## src/rtl/mux_4b_4_1_rr_pkg.sv

```systemverilog
// Shared constants and types for the round-robin mux/demux family.
package mux_4b_4_1_rr_pkg;

  localparam int NUM_CH = 4;
  localparam int CH_W   = 2;

  // Output holding-stage occupancy.
  typedef enum logic {
    ST_EMPTY = 1'b0,
    ST_FULL  = 1'b1
  } out_state_e;

  // Channel index k positions after base, wrapping modulo NUM_CH.
  function automatic logic [CH_W-1:0] ch_offset(input logic [CH_W-1:0] base,
                                                 input logic [CH_W-1:0] k);
    return base + k;
  endfunction

endpackage

```

## src/rtl/mux_4b_4_1_rr_rr_arb_4.sv

```systemverilog
// Stateless 4-way round-robin arbiter: the channel just after i_last wins,
// i_last itself has the lowest priority.
module rr_arb_4
  import mux_4b_4_1_rr_pkg::*;
(
  input  logic [NUM_CH-1:0] i_req,
  input  logic [CH_W-1:0]   i_last,
  output logic [NUM_CH-1:0] o_gnt,
  output logic [CH_W-1:0]   o_idx,
  output logic              o_any
);

  logic [CH_W-1:0] w_cand;

  // Walk from farthest to nearest so the nearest requester overwrites the rest.
  always_comb begin
    o_gnt  = '0;
    o_idx  = i_last;
    o_any  = 1'b0;
    w_cand = i_last;
    for (int k = NUM_CH; k >= 1; k--) begin
      w_cand = ch_offset(i_last, k[CH_W-1:0]);
      if (i_req[w_cand]) begin
        o_gnt = NUM_CH'(1) << w_cand;
        o_idx = w_cand;
        o_any = 1'b1;
      end
    end
  end

endmodule

```

## src/rtl/mux_4b_4_1_rr.sv

```systemverilog
// 4:1 valid/ready merge with round-robin arbitration and a one-word
// registered output stage that can drain and refill on the same edge.
module mux_4b_4_1_rr
  import mux_4b_4_1_rr_pkg::*;
#(
  parameter int W = 4
) (
  input  logic         clk,
  input  logic         rst,
  input  logic [W-1:0] d0,
  input  logic [W-1:0] d1,
  input  logic [W-1:0] d2,
  input  logic [W-1:0] d3,
  input  logic         v0,
  input  logic         v1,
  input  logic         v2,
  input  logic         v3,
  output logic         r0,
  output logic         r1,
  output logic         r2,
  output logic         r3,
  output logic [W-1:0] y,
  output logic [1:0]   sel,
  output logic         y_valid,
  input  logic         y_ready
);

  out_state_e                   r_state;
  logic [W-1:0]                 r_y;
  logic [CH_W-1:0]              r_sel;
  logic [CH_W-1:0]              r_last;

  logic [NUM_CH-1:0]            w_req;
  logic [NUM_CH-1:0][W-1:0]     w_data;
  logic [NUM_CH-1:0]            w_gnt;
  logic [CH_W-1:0]              w_idx;
  logic                         w_any;
  logic                         w_slot_free;
  logic                         w_take;
  logic [NUM_CH-1:0]            w_ready;

  assign w_req  = {v3, v2, v1, v0};
  assign w_data = {d3, d2, d1, d0};

  rr_arb_4 u_arb (
    .i_req  (w_req),
    .i_last (r_last),
    .o_gnt  (w_gnt),
    .o_idx  (w_idx),
    .o_any  (w_any)
  );

  // Slot can accept a word if empty or being drained this cycle.
  assign w_slot_free = (r_state == ST_EMPTY) || y_ready;
  assign w_take      = w_slot_free && w_any && !rst;
  assign w_ready     = w_gnt & {NUM_CH{w_take}};

  assign r0      = w_ready[0];
  assign r1      = w_ready[1];
  assign r2      = w_ready[2];
  assign r3      = w_ready[3];
  assign y       = r_y;
  assign sel     = r_sel;
  assign y_valid = (r_state == ST_FULL);

  // Output stage: capture the granted word, go empty when nothing is offered,
  // hold everything while the sink stalls.
  always_ff @(posedge clk) begin
    if (rst) begin
      r_state <= ST_EMPTY;
      r_y     <= '0;
      r_sel   <= '0;
      r_last  <= CH_W'(NUM_CH - 1);
    end else if (w_slot_free) begin
      if (w_any) begin
        r_state <= ST_FULL;
        r_y     <= w_data[w_idx];
        r_sel   <= w_idx;
        r_last  <= w_idx;
      end else begin
        r_state <= ST_EMPTY;
      end
    end
  end

endmodule
```

## config.mk

```make
export PLATFORM = sky130hd
export DESIGN_NAME = mux_4b_4_1_rr
export DESIGN_NICKNAME = d
export VERILOG_FILES = /design/src/rtl/mux_4b_4_1_rr_pkg.sv /design/src/rtl/mux_4b_4_1_rr_rr_arb_4.sv /design/src/rtl/mux_4b_4_1_rr.sv
export SDC_FILE = /design/constraint.sdc
export NUM_CORES = 1
export LEC_CHECK = 0
export CAP_MARGIN = 20
export CORE_MARGIN = 3
export CORE_UTILIZATION = 35
export DETAILED_ROUTE_END_ITERATION = 7
export SLEW_MARGIN = 20
export SYNTH_ARGS = -nofsm -noshare
export SYNTH_HDL_FRONTEND = slang
export SYNTH_SLANG_ARGS = --single-unit
```

## constraint.sdc

```tcl
create_clock -name clk -period 3.95 [get_ports clk]
set_clock_uncertainty 0.15 [all_clocks]
set_input_delay 0.395 -clock clk [delete_from_list [all_inputs] [get_ports clk]]
set_output_delay 0.395 -clock clk [all_outputs]
set_load 0.02 [all_outputs]
```

==> flow_metrics.py <==
metrics = {
    "global_route": {
        "grt_antenna_before_repair": 0,
        "grt_pass1_vias": 1230,
        "grt_max_degree": 21,
        "global_route.overflow_total": 0,
        "grt_usage": 0.162,
        "grt_pass1_wl_um": 5460,
    },
    "logic_synthesis": {
        "synth_area_per_cell_um2": 7.69,
        "synth-seq-area-share": 0.152,
        "synth-compound-area-share": 0.286,
        "yosysWarnings": 0,
        "ys_ff_latch": 9,
        "synth-simple-area-share": 0.291,
        "syn_nets": 184,
        "synth_cell_type_count": 31,
        "synth_top_family_by_area": "simple AND/OR/NAND/NOR gates",
        "synth_xor_area_frac": 0.00739,
        "synthMuxAreaShare": 0.113,
        "ys_async_sr_fraction": 0,
        "synthAdderAreaFrac": 0.0739,
        "netlist_instances": 154,
        "ys.flop_type": "dfxtp_1",
        "synth_area_um2": 1180,
        "synth_enable_flop_cells": 0,
    },
    "setup_path": {
        "cp_top_family": "buffers and inverters",
        "cp_data_required_time_ns": 3.40,
        "worst-setup-path-type": "reg2out",
        "cp-end-kind": "output pin",
        "reg2reg_from": "r_last[0]",
        "cpPeakStageDelay_ns": 0.62,
        "rr_worst_depth": 6,
        "path_max_fanout": 9,
        "critPathSlowestCell": "clkdlybuf4s50_1",
        "crit_buf_inv": 2,
        "crit_start": "r_last[0]",
        "cp_data_arrival_time_ns": 3.19,
        "rrSetupSlack_ns": 1.20,
        "worstPathCellList": "inv_1 -> ha_1 -> mux4_2 -> nor2b_1 -> a221oi_1 -> or3_1 -> a21oi_1 -> clkdlybuf4s50_1",
        "critPathLaunchType": "register",
        "reg2reg_to": "y[0]",
    },
    "clock_network": {
        "clk_pin_slew_ns": 0.06,
        "h-tree-depth": 1,
        "clock_latency_ns": 0.25,
        "cts_tree": "built",
        "cts.sinks": 9,
        "hold_buffers": 0,
        "cts_buffers": 3,
        "cts_buffer_depth": 2,
        "root_buffer": "clkbuf_4",
        "cts-resized-gates": 0,
        "post_cts_buffers": 0,
    },
    "final_layout": {
        "drive_above_1_share": 0.0865,
        "multiInputGateArea_um2": 915,
        "ff_latch_area_um2": 180,
        "layout.cells.non_filler": 229,
        "final_cell_area_um2": 1570,
        "diodes": 0,
        "fin_nets": 216,
        "syn_to_final_growth_pct": 32.8,
        "fillCellCount": 349,
    },
    "power": {
        "power_mw": 0.994,
        "power.leakage_nw": 0.630,
        "vdd_drop_max_mv": 0.249,
        "p_per_area_nw_per_um2": 632,
    },
    "floorplanning": {
        "die_h_um": 64.2,
        "rows": 20,
        "coreArea_um2": 3150,
        "initial_core_util": 0.376,
        "dieWidth_um": 64.2,
        "ios": 34,
        "die_area_um2": 4120,
    },
    "placement": {
        "port_buffers": 33,
        "place_hpwl_um": 2480,
        "post_dp_cell_area_um2": 1550,
        "gp_congestion": 0.765,
        "dpl_worst_slack_ns": 0.357,
        "placed_cells": 225,
    },
    "drt": {
        "drc": 0,
        "ant_nets": 0,
        "drt_pass1_iterations": 6,
        "wl_met1_um": 1370,
        "top_layer": "met3",
        "drt-initial-drc-count": 63,
        "dr_wl_met3_um": 102,
        "routedWlPerCell_um": 13.6,
        "dr_wl_met2_um": 1650,
        "via_per_inst": 5.40,
        "wl_um": 3120,
        "vias": 1236,
    },
    "sta": {
        "timing.fmax_mhz": 268,
        "rsz0062_at_grt": "false",
        "finalHoldViolCount": 0,
        "post-route-period-util": 0.945,
        "timing.slew.headroom": 0.669,
        "tightestPinTransition_ns": 0.492,
        "slew_viol_final": 0,
        "period_minus_slack_ns": 3.73,
        "setup_tns_ns": 0,
        "setup_viol": 0,
        "fin_ws_ns": 0.218,
    },
    "status": {
        "outcome": "finished clean",
    },
    "min_path": {
        "min_path_type": "reg2reg",
        "hold_end": "sel[1]",
        "hold_start": "sel[1]",
        "hold_path_depth": 2,
    },
    "run": {
        "max_cap_violations": 0,
    },
}
[registers in the layout, summed over array words and instances, names as in the netlist]
name	flops
sel	2
r_last	2
y_valid	1
y	4
[final cells by class]
| type | count | area share |
|---|---|---|
| multi-input combinational | 127 | 0.581 |
| sequential | 9 | 0.114 |
| clock buffer | 4 | 0.0167 |
| inverter | 6 | 0.0143 |
| tap | 44 | 0.0350 |
| timing repair buffer | 39 | 0.238 |
[kinds of logic (layout without fill, tap and decap cells)]
logic type / after synthesis / count (layout)
and+or+nand+nor: 69 / 69
muxes: 7 / 7
adders and majority gates: 7 / 7
xor gates and xnor gates: 1 / 1
buffers and inverters: 18 / 49
AOI/OAI and AO/OA: 43 / 43
DFF: 9 / 9
[worst reg2reg max path, cell delays in order (launching register included)]
cell and delay [ns]:
dfxtp_1 0.45, inv_1 0.09, ha_1 0.39, mux4_2 0.49
o41ai_4 0.51, nor3_1 0.18, a221o_1 0.37
[worst max path at each step]
stage	endpoint	slack, ns	depth (start not counted)
global route	r1	0.003	8
finish	r1	0.22	8
global placement	r0	0.46	6
CTS	r1	0.22	8
floorplan	r0	0.66	9
detailed placement	r1	0.36	7
[layer usage]
layer | vias to the layer above | global-route usage
li1 | 632 | -
met1 | 578 | 0.195
met2 | 26 | 0.303
met3 | 0 | 0.0176
met4 | 0 | 0.0396
met5 | - | 0
[placed cells by master (no fill, tap or decap), types with 2 or more instances in the layout]
master	Yosys	layout
nor2b_1	10	10
a211o_1	8	8
nor2_1	4	4
o21ai_0	3	3
nor3_1	2	2
or3_1	5	5
clkbuf_4	0	3
nand2b_1	3	3
dfxtp_1	9	9
nor3b_1	4	4
clkdlybuf4s50_1	0	33
a221o_1	4	4
a221oi_1	4	4
nand2_1	31	31
o31a_1	2	2
and2_1	8	8
buf_4	0	6
ha_1	7	7
a21oi_1	8	8
inv_1	6	6
mux4_2	5	5
o22ai_1	9	9
[power breakdown]
group	internal (mW)	switching, mW	total [mW]
Combinational	0.348	0.435	0.782
Sequential	0.121	0.0203	0.142
Clock	0.0389	0.0314	0.0703
Total	0.508	0.486	0.994
[per-stage QoR]
step | utilization | hold WS [ns]
6_report | 0.499 | 0.312
5_1_grt | 0.499 | 0.339
4_1_cts | 0.499 | 0.316
3_5_place_dp | 0.491 | 0.304
3_3_place_gp | 0.491 | 0.298
2_1_floorplan | - | 0.383
[synthesized netlist by cell type, types with 2 or more instances]
library cell,n,area (um^2)
nand2_1,31,116
nor2b_1,10,62.6
clkbuf_1,9,33.8
dfxtp_1,9,180
o22ai_1,9,56.3
a211o_1,8,70.1
a21oi_1,8,40.0
and2_1,8,50.1
ha_1,7,87.6
inv_1,6,22.5
mux4_2,5,113
or3_1,5,31.3
a221o_1,4,40.0
a221oi_1,4,35.0
nor2_1,4,15.0
nor3b_1,4,30.0
buf_6,3,33.8
nand2b_1,3,18.8
o21ai_0,3,15.0
nor3_1,2,10.0
o31a_1,2,17.5
(Power assumes the default switching activity.)
